$ cat src/rtl/register_file_mp_if.sv
// Decode/writeback bus for the multi-port register file: write ports, read ports
// and the bulk-clear handshake, bundled so the core and the file agree on widths.
`timescale 1ns/1ps
interface register_file_mp_if #(
    parameter int DATA_W = 32,
    parameter int DEPTH  = 32,
    parameter int NUM_RD = 2,
    parameter int NUM_WR = 1
);
    localparam int IDX_W = $clog2(DEPTH);

    logic [NUM_WR-1:0]        reg_write;
    logic [NUM_WR*IDX_W-1:0]  write_index;
    logic [NUM_WR*DATA_W-1:0] write_data;
    logic [NUM_RD*IDX_W-1:0]  read_index;
    logic [NUM_RD*DATA_W-1:0] read_data;
    logic                     clear_start;
    logic                     clear_busy;

    modport master (
        output reg_write, write_index, write_data, read_index, clear_start,
        input  read_data, clear_busy
    );

    modport slave (
        input  reg_write, write_index, write_data, read_index, clear_start,
        output read_data, clear_busy
    );
endinterface

$ cat src/rtl/register_file_mp.sv
// Multi-port integer register file: N combinational read ports, 1-2 prioritised
// write ports, optional write-to-read forwarding and a sequential bulk-clear engine.
`timescale 1ns/1ps
module register_file_mp #(
    parameter int DATA_W = 32,
    parameter int DEPTH  = 32,
    parameter int NUM_RD = 2,
    parameter int NUM_WR = 1,
    parameter bit BYPASS = 1'b1
) (
    input  logic              clk,
    input  logic              nRst,
    register_file_mp_if.slave bus
);
    localparam int IDX_W = $clog2(DEPTH);

    typedef enum logic {
        S_IDLE  = 1'b0,
        S_CLEAR = 1'b1
    } state_t;

    state_t            r_state;
    state_t            w_state_next;
    logic [IDX_W-1:0]  r_cnt;
    logic [IDX_W-1:0]  w_cnt_next;
    logic              w_busy;

    logic [NUM_WR-1:0] w_we;
    logic [IDX_W-1:0]  w_widx  [NUM_WR];
    logic [DATA_W-1:0] w_wdata [NUM_WR];
    logic [DATA_W-1:0] w_rf    [DEPTH];

    assign w_busy         = (r_state == S_CLEAR);
    assign bus.clear_busy = w_busy;

    always_ff @(posedge clk or negedge nRst) begin
        if (!nRst) begin
            r_state <= S_IDLE;
            r_cnt   <= '0;
        end else begin
            r_state <= w_state_next;
            r_cnt   <= w_cnt_next;
        end
    end

    // Register 0 is never stored, so the sweep starts at 1 and stops at DEPTH-1.
    always_comb begin
        w_state_next = r_state;
        w_cnt_next   = r_cnt;
        case (r_state)
            S_IDLE: begin
                if (bus.clear_start) begin
                    w_state_next = S_CLEAR;
                    w_cnt_next   = IDX_W'(1);
                end
            end
            S_CLEAR: begin
                if (r_cnt == IDX_W'(DEPTH - 1)) begin
                    w_state_next = S_IDLE;
                    w_cnt_next   = '0;
                end else begin
                    w_cnt_next = r_cnt + 1'b1;
                end
            end
            default: begin
                w_state_next = S_IDLE;
                w_cnt_next   = '0;
            end
        endcase
    end

    generate
        for (genvar gi = 0; gi < NUM_WR; gi++) begin : g_wr
            assign w_widx[gi]  = bus.write_index[gi*IDX_W +: IDX_W];
            assign w_wdata[gi] = bus.write_data[gi*DATA_W +: DATA_W];
            assign w_we[gi]    = bus.reg_write[gi] && (w_widx[gi] != '0) && !w_busy;
        end

        assign w_rf[0] = '0;

        for (genvar gi = 1; gi < DEPTH; gi++) begin : g_reg
            logic              w_hit;
            logic [DATA_W-1:0] w_din;
            logic [DATA_W-1:0] r_q;

            // Ascending scan lets the higher-numbered port override on a collision.
            always_comb begin
                w_hit = 1'b0;
                w_din = '0;
                for (int p = 0; p < NUM_WR; p++) begin
                    if (w_we[p] && (w_widx[p] == IDX_W'(gi))) begin
                        w_hit = 1'b1;
                        w_din = w_wdata[p];
                    end
                end
            end

            always_ff @(posedge clk or negedge nRst) begin
                if (!nRst) begin
                    r_q <= '0;
                end else if (w_busy && (r_cnt == IDX_W'(gi))) begin
                    r_q <= '0;
                end else if (w_hit) begin
                    r_q <= w_din;
                end
            end

            assign w_rf[gi] = r_q;
        end

        for (genvar gi = 0; gi < NUM_RD; gi++) begin : g_rd
            logic [IDX_W-1:0]  w_ridx;
            logic [DATA_W-1:0] w_rdata;

            assign w_ridx = bus.read_index[gi*IDX_W +: IDX_W];

            always_comb begin
                w_rdata = w_rf[w_ridx];
                if (BYPASS) begin
                    for (int p = 0; p < NUM_WR; p++) begin
                        if (w_we[p] && (w_widx[p] == w_ridx)) begin
                            w_rdata = w_wdata[p];
                        end
                    end
                end
                if (w_busy || (w_ridx == '0)) begin
                    w_rdata = '0;
                end
            end

            assign bus.read_data[gi*DATA_W +: DATA_W] = w_rdata;
        end
    endgenerate
endmodule
$ cat src/flat_wrapper.sv
// flat-port wrapper written by rule: the top's interface ports become plain ports
module register_file_mp_flat 
#(
    parameter int DATA_W = 32,
    parameter int DEPTH  = 32,
    parameter int NUM_RD = 2,
    parameter int NUM_WR = 1,
    parameter bit BYPASS = 1'b1
)
  (clk, nRst, bus_reg_write, bus_write_index, bus_write_data, bus_read_index, bus_clear_start, bus_read_data, bus_clear_busy);
  register_file_mp_if #(.DATA_W(DATA_W), .DEPTH(DEPTH), .NUM_RD(NUM_RD), .NUM_WR(NUM_WR)) bus_i ();
  input  logic clk;
  input  logic nRst;
  input wire logic [$bits(bus_i.reg_write)-1:0] bus_reg_write;
  input wire logic [$bits(bus_i.write_index)-1:0] bus_write_index;
  input wire logic [$bits(bus_i.write_data)-1:0] bus_write_data;
  input wire logic [$bits(bus_i.read_index)-1:0] bus_read_index;
  input wire logic [$bits(bus_i.clear_start)-1:0] bus_clear_start;
  output wire logic [$bits(bus_i.read_data)-1:0] bus_read_data;
  output wire logic [$bits(bus_i.clear_busy)-1:0] bus_clear_busy;
  assign bus_i.reg_write = bus_reg_write;
  assign bus_i.write_index = bus_write_index;
  assign bus_i.write_data = bus_write_data;
  assign bus_i.read_index = bus_read_index;
  assign bus_i.clear_start = bus_clear_start;
  assign bus_read_data = bus_i.read_data;
  assign bus_clear_busy = bus_i.clear_busy;
  register_file_mp #(.DATA_W(DATA_W), .DEPTH(DEPTH), .NUM_RD(NUM_RD), .NUM_WR(NUM_WR), .BYPASS(BYPASS)) u_core (.clk(clk), .nRst(nRst), .bus(bus_i));
endmodule
$ cat config.mk
export PLATFORM = sky130hd
export DESIGN_NAME = register_file_mp_flat
export DESIGN_NICKNAME = d
export VERILOG_FILES = /design/src/rtl/register_file_mp_if.sv /design/src/rtl/register_file_mp.sv /design/src/flat_wrapper.sv
export SDC_FILE = /design/constraint.sdc
export NUM_CORES = 2
export LEC_CHECK = 0
export CAP_MARGIN = 10
export CORE_MARGIN = 1.5
export CORE_UTILIZATION = 45
export DETAILED_ROUTE_END_ITERATION = 6
export PLACE_DENSITY = 0.73
export RECOVER_POWER = 100
export SETUP_SLACK_MARGIN = 0.05
export SLEW_MARGIN = 25
export SYNTH_ARGS = -nofsm -noshare
export SYNTH_HDL_FRONTEND = slang
export SYNTH_SLANG_ARGS = --single-unit
export TNS_END_PERCENT = 5
$ cat constraint.sdc
create_clock -name clk -period 3.6 [get_ports clk]
set_clock_uncertainty 0.05 [all_clocks]
set_input_delay 1.08 -clock clk [delete_from_list [all_inputs] [get_ports clk]]
set_output_delay 1.08 -clock clk [all_outputs]
set_load 0.05 [all_outputs]
==> impl.org <==
** Final layout
- Total number of nets in the final design :: 4,550
- Compared with the post-synthesis result, the final layout area differs by 27.2%.
- In the final layout, the share of cells above drive strength 1 is 0.393.
- Final design utilization :: 0.577

** Clocking
- TritonCTS built the clock tree.
- Clk_lat worst skew :: 0.70 ns
- Number of buffers added to fix hold violations after cts :: 0
- Htree depth :: 3
- The cell sitting at the root of the clock tree is a sky130_fd_sc_hd__clkbuf_16.
- Clock-pin slew of the registers on the worst-case setup and hold paths :: 0.06 ns
- Clock tree synthesis found a total of 998 sinks.
- In this run, CTS created clock tree buffers numbering 101.
- Clock Path Buffers :: 3

** Yosys
- Ys flop type :: sky130_fd_sc_hd__dfrtp_1
- Of the total synthesized cell area, the portion taken by full adders, half adders and majority gates is 0.00143.
- Syn avg cell area :: 12.9 um2
- Proportion of synthesized flip-flops having asynchronous set or reset :: 1.00
- Net count after synthesis :: 4,152
- Yosys mapped a number of flops with a built-in enable equal to 0.
- Counting distinct cell types in the post-synthesis netlist gives 61.
- The share of the Yosys chip area taken by registers is 0.474.
- Register bit total from synthesis :: 998
- Main combinational cell family by area after synthesis :: compound AO/OA/AOI/OAI gates
- Synth area leader :: sky130_fd_sc_hd__dfrtp_1
- Cells taking the most area after synthesis :: sky130_fd_sc_hd__dfrtp_1 47%, sky130_fd_sc_hd__a22o_1 17%, sky130_fd_sc_hd__mux4_2 15%
- Synthesized instance count :: 4,095
- YS warnings :: 0
- Xor/xnor cell area share of the yosys netlist :: 0.00200
- Area share of and/or/nand/nor cells after synthesis :: 0.0381
- Post-synth design cell area :: 0.0526 mm2
- The area fraction in compound gates after synthesis came to 0.234.
- Multiplexer fraction of the synthesized cell area :: 0.205
- Share of the synthesized area in the top cell type :: 0.474

** Drt
- In this run the remaining antenna-violating nets after routing total 0.
- After detailed routing, the number of vias per cell comes to 7.54.
- Drt first-iter violations :: 7,283
- After detailed routing, the number of remaining DRC violations is 0.
- Summing over every cut layer, the via total after detailed routing is 46,000.
- Post-DR wirelength/cell :: 35.5 um
- For this block, the routed nets add up to 217,000 um of wire.
- Count of TritonRoute iterations in the first routing pass :: 6

** STA
- The count of final hold-check violations is 0.
- For the final routed database, the setup TNS stands at -132.94 ns.
- Remaining max-slew budget at the tightest pin :: -0.387
- Worst Slack Setup Final :: -0.667 ns
- Setup repair after global routing missed its margin :: true
- The max-slew violation count came to 124.
- Share of the cycle needed by the critical path after routing :: 1.19
- Final Setup Violations :: 421
- The routed design could run at a clock period as short as 4.27 ns.
- Slew of the pin with the lowest slew margin :: 2.08 ns
- Based on the critical path, the design can be clocked at up to 234 MHz.

** Worst hold path
- Number of instances on the worst hold path :: 1
- In this run the worst hold path is classified as reg -> reg.
- The startpoint identified for the worst hold timing path is u_core.g_reg[25].r_q[9]$_DFFE_PN0P_.
- End point of the most critical hold path :: u_core.g_reg[25].r_q[9]$_DFFE_PN0P_

** Floorplanning
- Width of the die :: 345 um
- The initialized floorplan defines 125 standard-cell rows.
- Placeable Area :: 0.116 mm2
- The die is 345 um tall.
- During I/O placement, the number of pins put on the boundary was 116.
- The initial utilization of the core area, before any placement, comes to 0.454.
- The die covers 0.119 mm2.

** Setup path
- Critical setup path kind :: in -> out
- Slowest cell on the critical path :: sky130_fd_sc_hd__o31ai_2
- The worst register-to-register path begins at u_core.bus.clear_busy$_DFF_PN0_.
- In this run the number of cells on the critical path is 9.
- Reg-to-reg slack, setup :: -0.50 ns
- Depth of the worst register-to-register path :: 8
- Worst Path Required :: 2.47 ns
- Startpoint kind of the worst setup timing path :: input pin
- Data on the critical path arrives at its endpoint at 3.14 ns.
- STA classifies the critical path endpoint as an output pin.
- In this run the critical register-to-register path is captured at u_core.g_reg[17].r_q[25]$_DFFE_PN0P_.
- Counting both buffers and inverters, the worst setup path holds a total of 4.
- Among cell families on the critical path, the largest total delay comes from compound AO/OA/AOI/OAI gates.
- Most prevalent standard cell on the critical path :: sky130_fd_sc_hd__buf_12
- Of all nets on the critical path, the largest fanout is 6.
- The critical path goes through bufbuf_16 > buf_12 > mux4_2 > nor2_1 > o31ai_2 > o21ai_1 > buf_4 > a21oi_2 > buf_12.
- In this design, the stage delay of the slowest critical-path cell is 0.53 ns.

** Global routing
- Initial antenna violation count :: 13
- Pin count of the biggest net entering global routing :: 114
- Global-route wire length before repair :: 313,000 um
- Number of global-route vias before repair :: 45,800
- GRT overflow :: 0
- Global router's overall resource usage :: 0.352

** Power
- Power spread over the standard cell area amounts to 539 mW/mm2.
- Worst voltage drop across the vdd grid :: 442 uV
- Power comes to 36.1 mW.
- The analysis attributes to cell leakage a power of 29.8 nW.

** Placed design
- At the end of routability-driven placement, the weighted congestion stood at 0.954.
- IO buf count :: 115
- Detailed placement ended at an HPWL of 134,000 um.

** Run status
- Violations in the final reports :: max-capacitance violations, max-slew violations, negative setup slack
- Run status :: finished with violations

** Job
- Max-capacitance violation count :: 5
==> cell type report <==
type	count	area, um2
clock inverters	39	477
multi-input cells	2547	27300
flip-flops and latches	998	25000
diodes	5	12.5
repair buffers	832	9390
inverters	13	50.0
well taps	1524	1910
clock buffers	147	2920
fillers	8715	49100
==> synthesized netlist by cell type, types with 7 or more instances <==
cell	count
sky130_fd_sc_hd__a211oi_1	7
sky130_fd_sc_hd__a21oi_1	61
sky130_fd_sc_hd__a221oi_1	90
sky130_fd_sc_hd__a22o_1	1026
sky130_fd_sc_hd__a22oi_1	85
sky130_fd_sc_hd__and3_1	33
sky130_fd_sc_hd__buf_1	41
sky130_fd_sc_hd__buf_2	84
sky130_fd_sc_hd__buf_4	33
sky130_fd_sc_hd__buf_6	14
sky130_fd_sc_hd__clkbuf_1	365
sky130_fd_sc_hd__dfrtp_1	998
sky130_fd_sc_hd__inv_1	11
sky130_fd_sc_hd__mux2_2	182
sky130_fd_sc_hd__mux2i_1	74
sky130_fd_sc_hd__mux4_2	354
sky130_fd_sc_hd__nand2_1	51
sky130_fd_sc_hd__nand2b_1	33
sky130_fd_sc_hd__nand3_1	43
sky130_fd_sc_hd__nor2_1	155
sky130_fd_sc_hd__nor2b_1	45
sky130_fd_sc_hd__nor3_1	18
sky130_fd_sc_hd__o2111ai_1	26
sky130_fd_sc_hd__o21ai_0	84
sky130_fd_sc_hd__o21ai_1	21
sky130_fd_sc_hd__o22ai_1	59
sky130_fd_sc_hd__o31ai_1	26
sky130_fd_sc_hd__xor2_1	7
==> what timing repair did <==
action,4_1_cts,5_1_grt
buffers inserted,32,30
cloned,13,6
endpoints found under the hold margin,0,0
setup endpoints to repair,64,64
gates resized for setup,269,178
pin swaps,28,37
==> routing by layer <==
layer / wire, um / track usage / vias to the layer above
li1: - / - / 17300
met5: 115 / 0.00200 / -
met1: 74600 / 0.439 / 23300
met4: 16100 / 0.228 / 16
met3: 34400 / 0.152 / 1085
met2: 91300 / 0.497 / 4365
==> metrics by stage <==
stage | cells | hold slack, ns | worst slack [ns] | area [um2]
floorplan | 4095 | 0.425 | -0.463 | 53000
global placement | 5829 | 0.444 | -1.26 | 61200
detailed placement | 5832 | 0.444 | -1.20 | 61300
CTS | 6063 | 0.207 | -0.630 | 66300
global route | 6100 | 0.477 | -0.664 | 67000
finish | 6105 | 0.465 | -0.667 | 67000
==> where the power goes <==
| part | internal, mW | total, mW | switching, mW |
|---|---|---|---|
| Sequential | 13.0 | 14.6 | 1.63 |
| Clock | 6.22 | 11.0 | 4.79 |
| Combinational | 4.97 | 10.4 | 5.48 |
==> cell families (layout without fill, tap and decap cells) <==
group,count (synthesis),in the layout
XOR/XNOR,12,12
flip-flops,998,998
AO/OA/AOI/OAI,1511,1511
multiplexers,611,611
other,0,5
buffers and inverters,550,1031
AND/OR/NAND/NOR,407,407
adder cells (fa/ha/maj),6,6
==> how the worst max path moves through the flow <==
| stage | endpoint | startpoint |
|---|---|---|
| after CTS | bus_read_data[52] | bus_read_index[5] |
| after detailed placement | bus_read_data[9] | bus_read_index[4] |
| after global placement | bus_read_data[9] | bus_read_index[4] |
| after global routing | bus_read_data[36] | bus_read_index[5] |
| final | bus_read_data[53] | bus_read_index[5] |
| after floorplan | bus_read_data[31] | bus_read_index[0] |
==> layout by cell type, fill, tap and decap left out, types with 35 or more instances in the layout <==
| cell | count |
|---|---|
| sky130_fd_sc_hd__a221oi_1 | 49 |
| sky130_fd_sc_hd__o21ai_0 | 42 |
| sky130_fd_sc_hd__mux2i_1 | 72 |
| sky130_fd_sc_hd__a22o_1 | 1018 |
| sky130_fd_sc_hd__a22oi_1 | 35 |
| sky130_fd_sc_hd__a22oi_2 | 50 |
| sky130_fd_sc_hd__clkbuf_16 | 107 |
| sky130_fd_sc_hd__buf_4 | 476 |
| sky130_fd_sc_hd__a221oi_2 | 39 |
| sky130_fd_sc_hd__dfrtp_1 | 998 |
| sky130_fd_sc_hd__clkbuf_1 | 43 |
| sky130_fd_sc_hd__buf_6 | 35 |
| sky130_fd_sc_hd__o22ai_1 | 53 |
| sky130_fd_sc_hd__mux4_2 | 354 |
| sky130_fd_sc_hd__nor2_1 | 128 |
| sky130_fd_sc_hd__buf_12 | 171 |
| sky130_fd_sc_hd__nand2_1 | 49 |
| sky130_fd_sc_hd__mux2_2 | 182 |
==> flip-flops by register name (all words and copies together) (netlist names) <==
signal                 count
u_core.bus.clear_busy      1
u_core.g.r_q             992
u_core.r_cnt               5
Power figures use the tool's default switching activity.
